--- src/rtl/fetch_queue.sv ---
// fetch_queue: instruction prefetch FIFO between combinational IMem and decode, flushed on redirect.
// Define FETCH_QUEUE_STATS_EN to add the FlushCnt/StallCnt statistics ports.
module fetch_queue #(
    parameter int          DEPTH    = 4,
    parameter logic [31:0] RESET_PC = 32'h0000_0000,
    parameter logic [31:0] NOP_INST = 32'h0000_0013
) (
    input  logic                     Clk,
    input  logic                     Rst,
    input  logic                     Redirect,
    input  logic [31:0]              RedirectPC,
    input  logic                     Stall,
    output logic [31:0]              IMemAddr,
    input  logic [31:0]              IMemData,
    output logic [31:0]              Inst_de,
    output logic [31:0]              PC_de,
    output logic [31:0]              PCInc_de,
    output logic                     Valid_de,
    output logic [$clog2(DEPTH):0]   Count
`ifdef FETCH_QUEUE_STATS_EN
    ,
    output logic [15:0]              FlushCnt,
    output logic [15:0]              StallCnt
`endif
);
    localparam int AW = $clog2(DEPTH);
    localparam logic [AW:0] FULL = (AW+1)'(DEPTH);
    logic [31:0]   pc_mem   [DEPTH];
    logic [31:0]   inst_mem [DEPTH];
    logic [AW-1:0] rd, wr;
    logic [31:0]   fpc;
    logic          pop, push;
    assign Valid_de = Count != '0;
    assign pop      = Valid_de & ~Stall;
    assign push     = ((Count < FULL) | pop) & ~Redirect;
    assign IMemAddr = fpc;
    assign Inst_de  = Valid_de ? inst_mem[rd] : NOP_INST;
    assign PC_de    = Valid_de ? pc_mem[rd] : 32'h0;
    assign PCInc_de = Valid_de ? pc_mem[rd] + 32'd4 : 32'h0;
    always_ff @(posedge Clk or posedge Rst) begin
        if (Rst) begin
            fpc   <= RESET_PC;
            rd    <= '0;
            wr    <= '0;
            Count <= '0;
        end else if (Redirect) begin
            fpc   <= {RedirectPC[31:2], 2'b00};
            rd    <= '0;
            wr    <= '0;
            Count <= '0;
        end else begin
            if (push) begin
                fpc <= fpc + 32'd4;
                wr  <= wr + AW'(1);
            end
            if (pop)
                rd <= rd + AW'(1);
            Count <= Count + (AW+1)'(push) - (AW+1)'(pop);
        end
    end
    // Payload needs no reset: head outputs are masked by Valid_de while empty.
    always_ff @(posedge Clk) begin
        if (push) begin
            pc_mem[wr]   <= fpc;
            inst_mem[wr] <= IMemData;
        end
    end
`ifdef FETCH_QUEUE_STATS_EN
    logic [16:0] flush_sum;
    assign flush_sum = {1'b0, FlushCnt} + 17'(Count);
    always_ff @(posedge Clk or posedge Rst) begin
        if (Rst) begin
            FlushCnt <= '0;
            StallCnt <= '0;
        end else begin
            if (Redirect)
                FlushCnt <= flush_sum[16] ? 16'hFFFF : flush_sum[15:0];
            if (Valid_de & Stall & (StallCnt != 16'hFFFF))
                StallCnt <= StallCnt + 16'd1;
        end
    end
`endif
endmodule

--- config.mk ---
export PLATFORM = sky130hd
export DESIGN_NAME = fetch_queue
export DESIGN_NICKNAME = d
export VERILOG_FILES = /design/src/rtl/fetch_queue.sv
export SDC_FILE = /design/constraint.sdc
export NUM_CORES = 1
export LEC_CHECK = 0
export CORE_MARGIN = 1
export CORE_UTILIZATION = 54
export CTS_CLUSTER_DIAMETER = 200
export DETAILED_ROUTE_END_ITERATION = 6
export GPL_TIMING_DRIVEN = 0
export PLACE_DENSITY = 0.9
export RECOVER_POWER = 25
export SETUP_SLACK_MARGIN = 0.5
export SYNTH_ARGS = -nofsm -noshare
export SYNTH_HDL_FRONTEND = slang
export SYNTH_SLANG_ARGS = --single-unit
--- constraint.sdc ---
create_clock -name Clk -period 3.2 [get_ports Clk]
set_input_delay 0.32 -clock Clk [delete_from_list [all_inputs] [get_ports Clk]]
set_output_delay 0.32 -clock Clk [all_outputs]
set_load 0.01 [all_outputs]
-- After elaboration in Yosys (flattened, before gate mapping)
Memory sizes are Yosys's and may differ from the RTL's.
Cells that the tools add are included.
- register bits: 39
- bits in writable memories: 256
- input port bits: 68
- output and inout port bits: 132
- word-level logic and storage cells: 33
- memories kept: 2
- add/subtract/negate cells: 6
- order comparisons: 1
- muxes and demuxes: 12
- bitwise gates (word level): 5
- reductions and logical operators: 3
- memory list (memory ; depth ; bits a word ; rd ports ; clocked after memory_dff ; write ports ; line ; source):
    inst_mem ; 4 ; 32 ; 1 ; 0 ; 1 ; 29 ; logic [31:0] inst_mem [DEPTH];
    pc_mem ; 4 ; 32 ; 1 ; 0 ; 1 ; 28 ; logic [31:0] pc_mem [DEPTH];
- operators by type and width (cell ; count):
    two-way mux 32 bit ; 5
    adder 32 x 3 -> 32 bit, second input constant ; 2
    two-way mux 2 bit ; 4
    adder 2 x 1 -> 2 bit, second input constant ; 2
    nonzero test 2 bit ; 2
    adder 3 x 1 -> 3 bit ; 1
    < comparator 3 bit, second input constant ; 1
    two-way mux 3 bit ; 1
    nonzero test 3 bit ; 1
    subtractor 3 x 1 -> 3 bit ; 1
    AND 1 bit ; 2
    two-way mux 1 bit ; 2
    inverter 1 bit ; 2
    OR 1 bit ; 1

-- Depth between registers and ports, before layout
Gate-level depths: netlist of run 1.
- depth after elaboration: 7
- gate-level depth with buffers: 10

-- Worst setup path after synthesis of run 1
Ideal clock, no wire load.
- path kind: reg-to-reg
- start: reg Count[2]
- end: mem inst_mem[1][0], enable pin
- arrival time: 2.308 ns
- data required time: 2.774 ns
- slack: 0.466 ns
- stages on the path, launching flop included: 4
- buffers on the path: 1
- period minus slack after synthesis: 2.734 ns
- path through: dfrtp_1 > clkbuf_1 > a21oi_1 > and2_1
- word-level cells in the longest chain between the ends: 6
- ends and longest elaborated chain (what ; line ; source):
    from (decl) ; 19 ; output logic [$clog2(DEPTH):0] Count
    from (signal assigned) ; 58 ; Count <= Count + (AW+1)'(push) - (AW+1)'(pop);
    branches (longest 2 deep; another with < comparator 3 bit) ; n/a ;
    OR 1 bit * ; 35 ; assign push = ((Count < FULL) | pop) & ~Redirect;
    AND 1 bit * ; 35 ;
    two-way mux 1 bit * ; 63 ; if (push) begin
    two-way mux 1 bit (not written as such) * ; 65 ; inst_mem[wr] <= IMemData;
    to (decl) ; 29 ;
Mark *: on every way between the ends.

-- Worst setup path in the final report of run 1
- start: reg rd[0]
- end: out PCInc_de[31]
- word-level cells in the longest chain between the ends: 3
- ends and longest elaborated chain (what ; line ; source):
    from (decl) ; 30 ; logic [AW-1:0] rd, wr;
    from (signal assigned) ; 57 ; rd <= rd + AW'(1);
    memory read (4 x 32 bit) ; n/a ;
    adder 32 x 3 -> 32 bit ; 39 ; assign PCInc_de = Valid_de ? pc_mem[rd] + 32'd4 : 32'h0;
    two-way mux 32 bit ; 39 ;
    to (decl) ; 17 ; output logic [31:0] PCInc_de,
Every way passes these cells.

==> results of run 1 <==
[logic make-up (layout without fill, tap and decap cells)]
logic type               count (synthesis)  count (layout)  synth area share [%]
AO/OA/AOI/OAI                           46              46                 1.973
XOR/XNOR                                45              45                 3.187
flip-flops                             285             285                 67.71
buffers and inverters                   61             397                 2.853
adder cells (fa/ha/maj)                  9               9                0.9713
AND/OR/NAND/NOR                        229             230                 10.48
other                                    1              10               0.03032
multiplexers                            73              73                 12.80
[layout by cell type, fill, tap and decap left out, types with 7 or more instances in the layout]
master           count
clkdlybuf4s50_1     65
nand2_1             42
nand3_1             13
edfxtp_1           248
mux2_4               9
ha_1                 7
buf_8                7
buf_6               92
nand4_1             17
clkbuf_2            17
clkbuf_1            17
and3_1               7
dlygate4sd3_1       32
nor2_1              35
mux4_2              61
buf_4               46
o21ai_0             32
buf_2               26
dfrtp_1             35
clkbuf_16           37
buf_12              13
and2_1              20
xor2_1              27
xnor2_1             17
and2_4              43
inv_1               10
[stage by stage]
stage	cell area (sq um)	hold slack [ns]	power, W
final	17110	0.2792	0.01471
after CTS	16370	0.2531	0.01355
after global placement	14650	0.5511	0.009425
after floorplan	12390	0.4189	0.007265
after detailed placement	14740	0.5771	0.009593
after global routing	17110	0.2722	0.01523
[area by class of cell]
class	instances	area (sq um)	share of cell area (%)
flip-flops and latches	285	8376	48.94
multi-input cells	409	3949	23.07
repair buffers	284	2865	16.74
clock buffers	42	835.8	4.884
plain buffers	47	514.2	3.005
well taps	285	356.6	2.084
clock inverters	10	148.9	0.8700
inverters	14	58.81	0.3436
diodes	4	10.01	0.05849
[final timing paths]
kind,from,endpoint,slack (ns),cells past startpoint
max,rd[0],PCInc_de[31],-0.17,10
min,Redirect,Count[0],0.28,2
max reg2reg,IMemAddr[16],IMemAddr[31],0.76,6
min reg2reg,IMemAddr[31],pc_mem[3][31],0.59,0
max in group asynchronous,Rst,rd[0],2.28,2
min in group asynchronous,Rst,Count[2],0.30,2
[metal layers]
layer  share of wire (%)  wire [um]  vias to the layer above
met5                   0          0                        -
met4                 3.6       1201                        0
met3                 5.9       1961                       82
met2                  53      17560                      373
met1                  38      12450                     4136
li1                    -          -                     3507
[worst max-delay path, cell delays in order (launching register included)]
cell and delay [ns]:
dfrtp_2 0.43, buf_12 0.16, buf_12 0.15, buf_12 0.14
mux4_2 0.37, and4_4 0.26, nand3_4 0.14, buf_6 0.16
nor4_4 0.26, mux2_4 0.33, buf_6 0.12
[sequential cells by signal (all words and copies together) (netlist names)]
register / flops
Count: 3
IMemAddr: 30
inst_mem: 128
pc_mem: 120
rd: 2
wr: 2
[where the power goes]
part	switching (W)	internal, W
registers	0.000241	0.00454
logic	0.00292	0.00357
clock network	0.00138	0.00206
total	0.00454	0.0102
[Yosys cell counts (4+ instances only)]
| library cell | n | area [sq um] |
|---|---|---|
| nand4_1 | 17 | 106.4 |
| nor3_1 | 7 | 35.03 |
| nor4_1 | 5 | 31.28 |
| o21ai_0 | 33 | 165.2 |
| ha_1 | 8 | 100.1 |
| buf_2 | 4 | 20.02 |
| nor3_2 | 4 | 40.04 |
| mux2_1 | 8 | 90.09 |
| mux4_2 | 45 | 1013 |
| nand2_1 | 43 | 161.4 |
| inv_1 | 14 | 52.55 |
| buf_4 | 7 | 52.55 |
| xor2_1 | 27 | 236.5 |
| or3_1 | 7 | 43.79 |
| and3_1 | 7 | 43.79 |
| a21oi_1 | 8 | 40.04 |
| xnor2_1 | 18 | 157.7 |
| nor2_1 | 36 | 135.1 |
| and2_1 | 63 | 394.1 |
| clkbuf_1 | 22 | 82.58 |
| buf_6 | 6 | 67.56 |
| nand3_1 | 16 | 80.08 |
| dfrtp_1 | 37 | 925.9 |
| mux4_1 | 17 | 446.7 |
| and4_1 | 6 | 52.55 |
| edfxtp_1 | 248 | 7447 |
[what timing repair did]
item,4_1_cts,5_1_grt
gates cloned,5,4
hold buffers,0,0
resized for setup,422,198
setup buffers,47,35
setup endpoints to repair,101,93
endpoints found under the hold margin,0,0
pin swaps,30,20
==> metrics.cfg, run 1 <==
[grt]
met1_usage_pct = 33.27
grt_use_total_pct = 26.18
grt_antenna_before_repair = 4
gr-usage-met2_pct = 44.88
busiest_layer = met2
first_global_vias = 8078
grt_pass1_wl_mm = 46.15
grt.met3_usage_pct = 3.969
grt.overflow.total = 0
grt_max_degree = 55

[logic_synthesis]
synth_edf_count = 248
synth_flop_cell = edfxtp_1
syn_inst = 749
yosysWarningCount = 0
syn-cell-area_sq_mm = 0.01237
avgSynthCellArea_sq_um = 16.51
synth_cell_type_count = 52
yosysSeqAreaShare_pct = 67.71
synth-async-reset-ratio_pct = 12.98
ys_ff_latch = 285

[sta]
tightest_slew_ns = 0.9018
fin_crit_sh_pct = 105.5
final_hold_viol_count = 0
rsz0062_at_grt = true
fmax_mhz = 296.3
post-route-worst-setup-slack_ns = -0.1749
slew_headroom_pct = 39.79
tns_ns = -1.500
post-route-min-period_ns = 3.375
finalSetupViolations = 16
finClkSkew_ns = 0.01511
slew_violations = 0

[hold_path]
hold_class = input pin to flip-flop

[routing]
dr.pass1.iters = 7
drt-wirelength-per-cell_um = 24.04
routed_via_density = 5.868
dr.first_iter.drc_count = 828
ant_nets = 0
drt-total-wl_mm = 33.17
vias = 8098
drc = 0

[die]
die_h_um = 153.3
io_pins = 200
rows = 55
start_util_pct = 54.79
die_x_um = 153.3
core-area_sq_mm = 0.02257
dieArea_sq_mm = 0.02351

[placement]
io_buffers = 190
hpwl_mm = 18.58
dp.cells = 1233
place_congestion = 0.8238
pre_cts_ws_ns = -0.1607

[clocking]
clk_latency_ns = 0.54
cts_max_level = 1
clk_path_buf_depth = 3
cts_tree = done
numCtsBuffers = 28
clock_sinks = 285
root_buffer = clkbuf_16
clkTransAtPathRegs_ns = 0.06

[power]
irDropWorstVdd_uv = 648.9
powerDensity_mw_per_mm2 = 859.8
leakagePower_nw = 6.292

[outcome]
status = finished with violations
violations = negative setup slack

[final_layout]
utilization_pct = 75.82
layout.cells.non_filler = 1380
n_fill_cell = 1262
drive_gt1_share_pct = 38.31
syn2layout_area_growth_pct = 38.39
fin_nets = 1146

[worst_setup_path]
crit_type = flip-flop to output pin
critPathMaxFanout = 6
worst-endpoint-arrival_ns = 3.05
cp.required_ns = 2.88
cp-start-kind = flip-flop
end_kind = output pin

[job]
maxCapViolations = 0

(Power assumes the default switching activity.)
==> run 2: changes to the inputs <==
- PLACE_DENSITY: 0.9 -> 0.8
- TNS_END_PERCENT: default -> 1
==> run 2 against run 1 <==
The flow still finishes with violations (negative setup slack). Global-route usage is 1.4 points lower. Hold slack worse by 0.016 ns. Wire length is 13% lower. Power is 8.6% lower. Sequential cell count stayed put. Via count is 6.1% lower. Clock skew is 0.0026 ns higher. Sequential share of layout area is 2.3 points higher. Die area stayed put. Maximum frequency is 3.4% higher. Clock-buffer cell count stayed put. Non-clock buffer count is 54 lower. Largest cell class unchanged.
==> metrics.cfg, run 2 (synthesis gave the netlist of run 1 again) <==
[outcome]
status = finished with violations
violations = negative setup slack

[hold_path]
hold_depth = 2
hold_class = input pin to flip-flop

[grt]
first_global_vias = 7853
grt_pass1_wl_mm = 44.19
grt.overflow.total = 0
grt_antenna_before_repair = 2
grt_max_degree = 39
grt_use_total_pct = 24.76

[sta]
slew_violations = 0
finClkSkew_ns = 0.01773
final_hold_viol_count = 0
fin_crit_sh_pct = 102.0
slew_headroom_pct = 40.70
fmax_mhz = 306.3
rsz0062_at_grt = true
post-route-min-period_ns = 3.265
post-route-worst-setup-slack_ns = -0.06482
tns_ns = -0.5752
tightest_slew_ns = 0.8883
finalSetupViolations = 13

[die]
die_h_um = 153.3
dieArea_sq_mm = 0.02351
core-area_sq_mm = 0.02257
io_pins = 200
die_x_um = 153.3
rows = 55
start_util_pct = 54.79

[final_layout]
utilization_pct = 72.44
layout_common_cells = edfxtp_1 (248), clkdlybuf4s50_1 (69), mux4_2 (59), buf_6 (51), nand2_1 (42)
seq_area_sq_mm = 0.008376
multiInputGateArea_sq_mm = 0.003885
regMostFlops = inst_mem
final_area_sq_mm = 0.01635
final_common_cell = edfxtp_1
fin_nets = 1091
layout.cells.non_filler = 1322
drive_gt1_share_pct = 31.66
syn2layout_area_growth_pct = 32.21
n_fill_cell = 1416
largest_register_ffs = 128

[routing]
dr.pass1.iters = 6
routed_via_density = 5.755
dr.first_iter.drc_count = 563
drt-wirelength-per-cell_um = 21.91
ant_nets = 0
drt-total-wl_mm = 28.97
drc = 0
vias = 7608

[clocking]
clk_latency_ns = 0.53
cts_max_level = 1
cts_tree = done
clock_sinks = 285
numCtsBuffers = 28
clk_path_buf_depth = 3
clkTransAtPathRegs_ns = 0.06
root_buffer = clkbuf_16

[placement]
io_buffers = 190
hpwl_mm = 18.12
place_congestion = 0.8050
dp.cells = 1233
placed_area_sq_mm = 0.01475

[power]
intPower_w = 0.009379
p_comb_share_pct = 40.4
clock_power_share_pct = 24.1
leakagePower_nw = 6.044
sw_frac_of_total_pct = 30.29
irDropWorstVdd_uv = 588.4
p_sw_w = 0.004076
powerDensity_mw_per_mm2 = 822.9
pwr-share-seq_pct = 35.4

[worst_setup_path]
cp.required_ns = 2.88
cp-start-kind = flip-flop
worst-endpoint-arrival_ns = 2.94
critPathMaxFanout = 7
end_kind = output pin
reg2reg_depth = 6
crit_type = flip-flop to output pin

[job]
maxCapViolations = 0

-- run 2: changes by cell type in the layout (fill, tap and decap cells not counted), sizes merged, moves of 4 or more --
cell	previous run	this run
buf	189	135
clkbuf	78	61
clkdlybuf4s50	65	69
dlygate4sd2	4	10
dlymetal6s2s	1	11
clkinv	4	8
-- run 2: worst max-delay path, cell delays in order (launching register included) --
cell and delay, ns:
dfrtp_1 0.40, buf_12 0.16, buf_12 0.14, mux4_2 0.37, and4_4 0.23, clkbuf_8 0.16, nand3_4 0.12, buf_4 0.18
nor3_4 0.19, mux2_4 0.32, buf_2 0.14
-- run 2: layout make-up --
cell class	count	area share [%]
Clock inverter	10	0.6275
Tap cell	285	2.181
Sequential cell	285	51.22
Inverter	14	0.3444
Multi-Input combinational cell	408	23.76
Clock buffer	42	5.043
Buffer	47	2.946
Antenna cell	1	0.01530
Timing Repair Buffer	230	13.86
-- run 2: path summary, 6_finish.rpt --
path	startpoint	end	slack (ns)
min in group asynchronous	Rst	Count[2]	0.31
worst min-delay path	Redirect	Count[0]	0.26
worst min register to register	wr[1]	wr[1]	0.61
max in group asynchronous	Rst	IMemAddr[2]	2.28
worst max-delay path	rd[0]	PCInc_de[26]	-0.06
worst max register to register	IMemAddr[3]	IMemAddr[30]	0.70
-- run 2: timing repair --
item / CTS / global route
hold buffers: 0 / 0
setup endpoints to repair: 103 / 102
setup buffers: 26 / 8
gates resized for setup: 388 / 109
cloned: 2 / 0
pin swaps: 50 / 35
-- run 2: power by group through the flow --
| stage | sequential, W | combinational (W) | clock, W |
|---|---|---|---|
| after floorplan | 0.00479 | 0.00248 | 0 |
| after global placement | 0.00483 | 0.00466 | 0 |
| after detailed placement | 0.00483 | 0.00476 | 0 |
| after CTS | 0.00476 | 0.00513 | 0.00328 |
| after global routing | 0.00481 | 0.00579 | 0.00342 |
| final | 0.00477 | 0.00544 | 0.00325 |
-- run 2: per-stage QoR --
step / power (W) / worst slack [ns] / hold WS, ns
3_3_place_gp: 0.009486 / -0.9462 / 0.5493
2_1_floorplan: 0.007273 / 0.4662 / 0.4189
6_report: 0.01346 / -0.06482 / 0.2635
3_5_place_dp: 0.009589 / -0.1356 / 0.5956
4_1_cts: 0.01317 / -0.1160 / 0.2500
5_1_grt: 0.01401 / -0.1568 / 0.2805
-- run 2: layer usage --
layer	part of all wire [%]	track usage, %	vias to the layer above	routed length [um]
met5	0.059	0	-	17
met4	2.5	8.286	2	710
met3	6.4	4.083	54	1851
met2	51	42.40	299	14780
met1	40	32.43	3872	11610
li1	-	-	3381	-
==> variant 1, RTL diff (settings of run 1) <==
Change the parameter `NOP_INST` from 32'h0000_0013 to 32'h0000000E.
--- a/src/rtl/fetch_queue.sv
+++ b/src/rtl/fetch_queue.sv
@@ -5,3 +5,3 @@
     parameter logic [31:0] RESET_PC = 32'h0000_0000,
-    parameter logic [31:0] NOP_INST = 32'h0000_0013
+    parameter logic [31:0] NOP_INST = 32'h0000000E
 ) (
Behaviour: not the same (Yosys sat finds a counterexample within 4 cycles, from zero or initial values and one cycle with Rst high).
==> variant 1 against run 1 <==
The flow still finishes with violations (negative setup slack); utilization up 3.0 points; power up 2.4%; sequential cell count unchanged; combinational power up 3.5%; count of clock-buffer cells in the layout down 9; global-route usage up 2.1 points; cell area up 1.8%; worst hold slack worse by 27 ps; routed wire length up 5.3%; setup slack better by 6.3 ps; clock power up 3%; synthesized area down 0.41%; critical path type unchanged; critical endpoint is now PCInc_de[25]; largest cell class unchanged; largest power group unchanged.
==> variant 1: results (changes against run 1) <==
| Metric | Value |
|---|---|
| Outcome | `complete, but fails checks` |
| Failing checks | `negative setup slack` |
| Sequential area share after synthesis | `68.0% (+0.28 points)` |
| Max VDD drop | `0.642 mV (-1.0%)` |
| Area after DPL | `0.0147 mm2 (-0.44%)` |
| Leakage Power | `6.42 nW (+2.0%)` |
| CLK BUF | `33 (-21%)` |
| Mean Syn Cell Area | `16.4 um2 (-0.41%)` |
| Vias per cell | `6.00 (+2.2%)` |
| Multi-input logic area | `0.00397 mm2 (+0.51%)` |
| Non-clock buffer total of the final layout | `357 (+7.9%)` |
| Worst-path maximum fanout | `6 (unchanged)` |
| Share of cells above drive strength 1 | `39.8% (+1.5 points)` |
| Crit path capture | `PCInc_de[25]` |
| NonClk Buf Share | `21.0% (+1.2 points)` |
| Comb pwr share | `44.6% (+0.5 points)` |
| Synth cell count leaders | `edfxtp_1 (248), and2_1 (64), mux4_2 (49), nand2_1 (43), dfrtp_1 (37)` |
| Multi-input gates | `410 (+0.24%)` |
| R2r startpoint | `IMemAddr[4]` |
| Final clock skew | `13.1 ps (-2.00 ps)` |
| Filler instances | `1116 (-12%)` |
| R2R depth | `7 (+1)` |
| Reg2Reg Setup Slack | `660 ps (-100 ps)` |
| Number of global-route vias before repair | `8470 (+4.9%)` |
| Iter 0 DRT Violations | `806 (-2.7%)` |
| Die width | `153 um (-0.20%)` |
| Yosys cell types | `48 (-7.7%)` |
| Met2 routed WL | `18200 um (+3.9%)` |
| Setup Viol. Count Final | `19 (+3)` |
| Largest net degree at the start of global routing | `38 (-31%)` |
| Post-Place Setup Slack | `-199 ps (-38.1 ps)` |
| Area contributors post-synth | `edfxtp_1 (60%), mux4_2 (9.0%), dfrtp_1 (7.5%), and2_1 (3.3%), mux4_1 (2.8%)` |
| Final Cell Area | `0.0174 mm2 (+1.8%)` |
| Register area | `0.00837 mm2 (about the same)` |
| Detailed placer's ending HPWL | `18800 um (+1.2%)` |
| Post-synth top area share | `60.5% (+0.25 points)` |
| Fin nets | `1173 (+2.4%)` |
| Layout clock area frac | `5.79% (+0.037 points)` |
| First-pass GRT wire length | `49400 um (+7.1%)` |
| Drt total wl | `34900 um (+5.3%)` |
| First-pass iteration count of the detailed router | `5 (-2)` |
| Number of antenna violations at the first check in global routing | `2 (-2)` |
| Antenna cells | `2 (-2)` |
| Worst Setup Slack, final | `-169 ps (+6.33 ps)` |
| DR WL met3 | `2450 um (+25%)` |
==> variant 1: cell types whose count changed after synthesis, moves of 2 or more <==
cell / delta
mux4_2: +4
buf_4: +5
mux4_1: -4
buf_6: -4
and4_1: +2
==> variant 1: worst register-to-register path, delay by kind of cell, from the launching register on <==
kind                   cells  cell delay (ps)
buffers and inverters      2              550
flip-flops                 1              550
AO/OA/AOI/OAI              2              630
AND/OR/NAND/NOR            3              720
==> variant 1: repair_timing <==
item                       CTS  global route
pin swaps                   41            32
resized for setup          463           184
gates cloned                 6             0
buffers inserted            79            33
setup endpoints to repair  102            96
==> variant 1: cells by family (layout without fill, tap and decap cells) <==
logic type / after synthesis / in the layout / share of synthesized area [%]
AO/OA/AOI/OAI: 46 / 46 / 1.98
XOR/XNOR: 45 / 45 / 3.20
adder cells (fa/ha/maj): 9 / 9 / 0.975
buffers and inverters: 61 / 423 / 2.67
flip-flops: 285 / 285 / 68.0
multiplexers: 73 / 73 / 12.7
other: 1 / 8 / 0.0304
AND/OR/NAND/NOR: 229 / 231 / 10.4
==> variant 1: how the worst min path moves through the flow <==
stage / to / slack [ps] / startpoint
2_1_floorplan: inst_mem[0][0] / 420 / IMemData[0]
3_3_place_gp: pc_mem[2][31] / 550 / IMemAddr[31]
3_5_place_dp: pc_mem[2][31] / 580 / IMemAddr[31]
4_1_cts: IMemAddr[9] / 240 / Redirect
5_1_grt: IMemAddr[9] / 280 / Redirect
6_report: IMemAddr[11] / 250 / Redirect
==> variant 1: routing by layer <==
metal	track usage [%]	vias up
met2	48.7	482
li1	-	3547
met3	4.65	131
met4	11.9	0
met1	35.7	4238
met5	0	-
==> variant 2, RTL diff (config.mk and constraints of run 1) <==
Made on the original files. Change the parameter `DEPTH` from 4 to 8.
--- a/src/rtl/fetch_queue.sv
+++ b/src/rtl/fetch_queue.sv
@@ -3,3 +3,3 @@
 module fetch_queue #(
-    parameter int          DEPTH    = 4,
+    parameter int          DEPTH    = 8,
     parameter logic [31:0] RESET_PC = 32'h0000_0000,
Interface: changed (resized Count); port bits go from 200 to 201. No check against the original RTL was run, so the function may have changed too.
==> variant 2 against run 1 <==
The run still ends with negative setup slack left; cell area grew 76%; via count grew 76%; routed wire length grew 110%; power grew 87%; cell count grew 59%; sequential cell count grew 251; setup slack lost 430 ps; synthesized cell count grew 56%; synthesized area grew 79%; combinational power grew 91%; largest cell class unchanged; highest routed layer is now met5.
==> variant 2: results (changes against run 1) <==
| Metric | Value |
|---|---|
| DR WL met3 | `6980 um (+260%)` |
| Met2 Track Usage GR | `56.5% (+12 points)` |
| Worst Setup Slack, final | `-607 ps (-432 ps)` |
| Compound-cell area share of the yosys netlist | `1.46% (-0.52 points)` |
| Crit path DAT | `3490 ps (+440 ps)` |
| Worst-path maximum fanout | `5 (-1)` |
| Highest metal used | `met5` |
| First-pass GRT wire length | `95800 um (+110%)` |
| R2r startpoint | `Count[3]` |
| Sequential area share after synthesis | `72.0% (+4.3 points)` |
| R2R depth | `13 (+7)` |
| Area contributors post-synth | `edfxtp_1 (67%), mux4_2 (9.9%), dfrtp_1 (4.5%), mux4_1 (3.2%), mux2i_1 (2.7%)` |
| Synth cell count leaders | `edfxtp_1 (496), mux4_2 (97), nor2_1 (90), mux2i_1 (60), nand2_1 (58)` |
| Final setup TNS | `-21650 ps (-20150 ps)` |
| Placed cells | `1915 (+55%)` |
| Htree depth | `2 (+1)` |
| Synth Instances | `1170 (+56%)` |
| Met1 wire length | `23400 um (+88%)` |
| Post-synthesis xor/xnor area fraction | `1.75% (-1.4 points)` |
| Final clock skew | `26.8 ps (+11.7 ps)` |
| Post-Place Setup Slack | `-1120 ps (-960 ps)` |
| HP Class | `in -> async` |
| Outcome | `complete, but fails checks` |
| Detailed placer's ending HPWL | `36100 um (+94%)` |
| Comb pwr share | `44.9% (+0.8 points)` |
| Vias | `14300 (+76%)` |
| CP peak stage delay | `410 ps (-20 ps)` |
| Reg2Reg Setup Slack | `410 ps (-350 ps)` |
| M1 GR Usage | `39.3% (+6.0 points)` |
| Setup Viol. Count Final | `64 (+48)` |
| Yosys cell types | `55 (+5.8%)` |
| Final hold slack | `220 ps (-59.5 ps)` |
| Failing checks | `negative setup slack` |
| Rel. slew slack | `43.2% (+3.4 points)` |
| Port Buf Inserts | `191 (+0.53%)` |
| Clk pwr share | `22.3% (-1.1 points)` |
| WL/cell | `32.3 um (+34%)` |
| First-pass iteration count of the detailed router | `5 (-2)` |
| Largest net degree at the start of global routing | `41 (-25%)` |
## variant 2: cell type report
type                            instances  area [um2]
Antenna cell                            1        2.50
Buffer                                 63         754
Clock buffer                           61        1310
Clock inverter                         33         313
Fill cell                            2069        9850
Inverter                               15        62.6
Multi-Input combinational cell        561        6750
Sequential cell                       536       15900
Tap cell                              525         657
Timing Repair Buffer                  400        4410
## variant 2: how the worst max path moves through the flow
stage                                end  slack, ps  depth (start not counted)
after floorplan           inst_mem[0][0]       -150                          6
after global placement    inst_mem[0][3]      -1670                          4
after detailed placement      Inst_de[0]      -1120                         10
after CTS                   PCInc_de[21]       -490                         13
after global routing        PCInc_de[27]       -650                         13
final                       PCInc_de[21]       -610                         13
## variant 2: repair_timing
item	CTS	global route
gates cloned	10	2
resized for setup	676	129
setup buffers	121	52
pin swaps	47	37
setup endpoints to repair	321	220
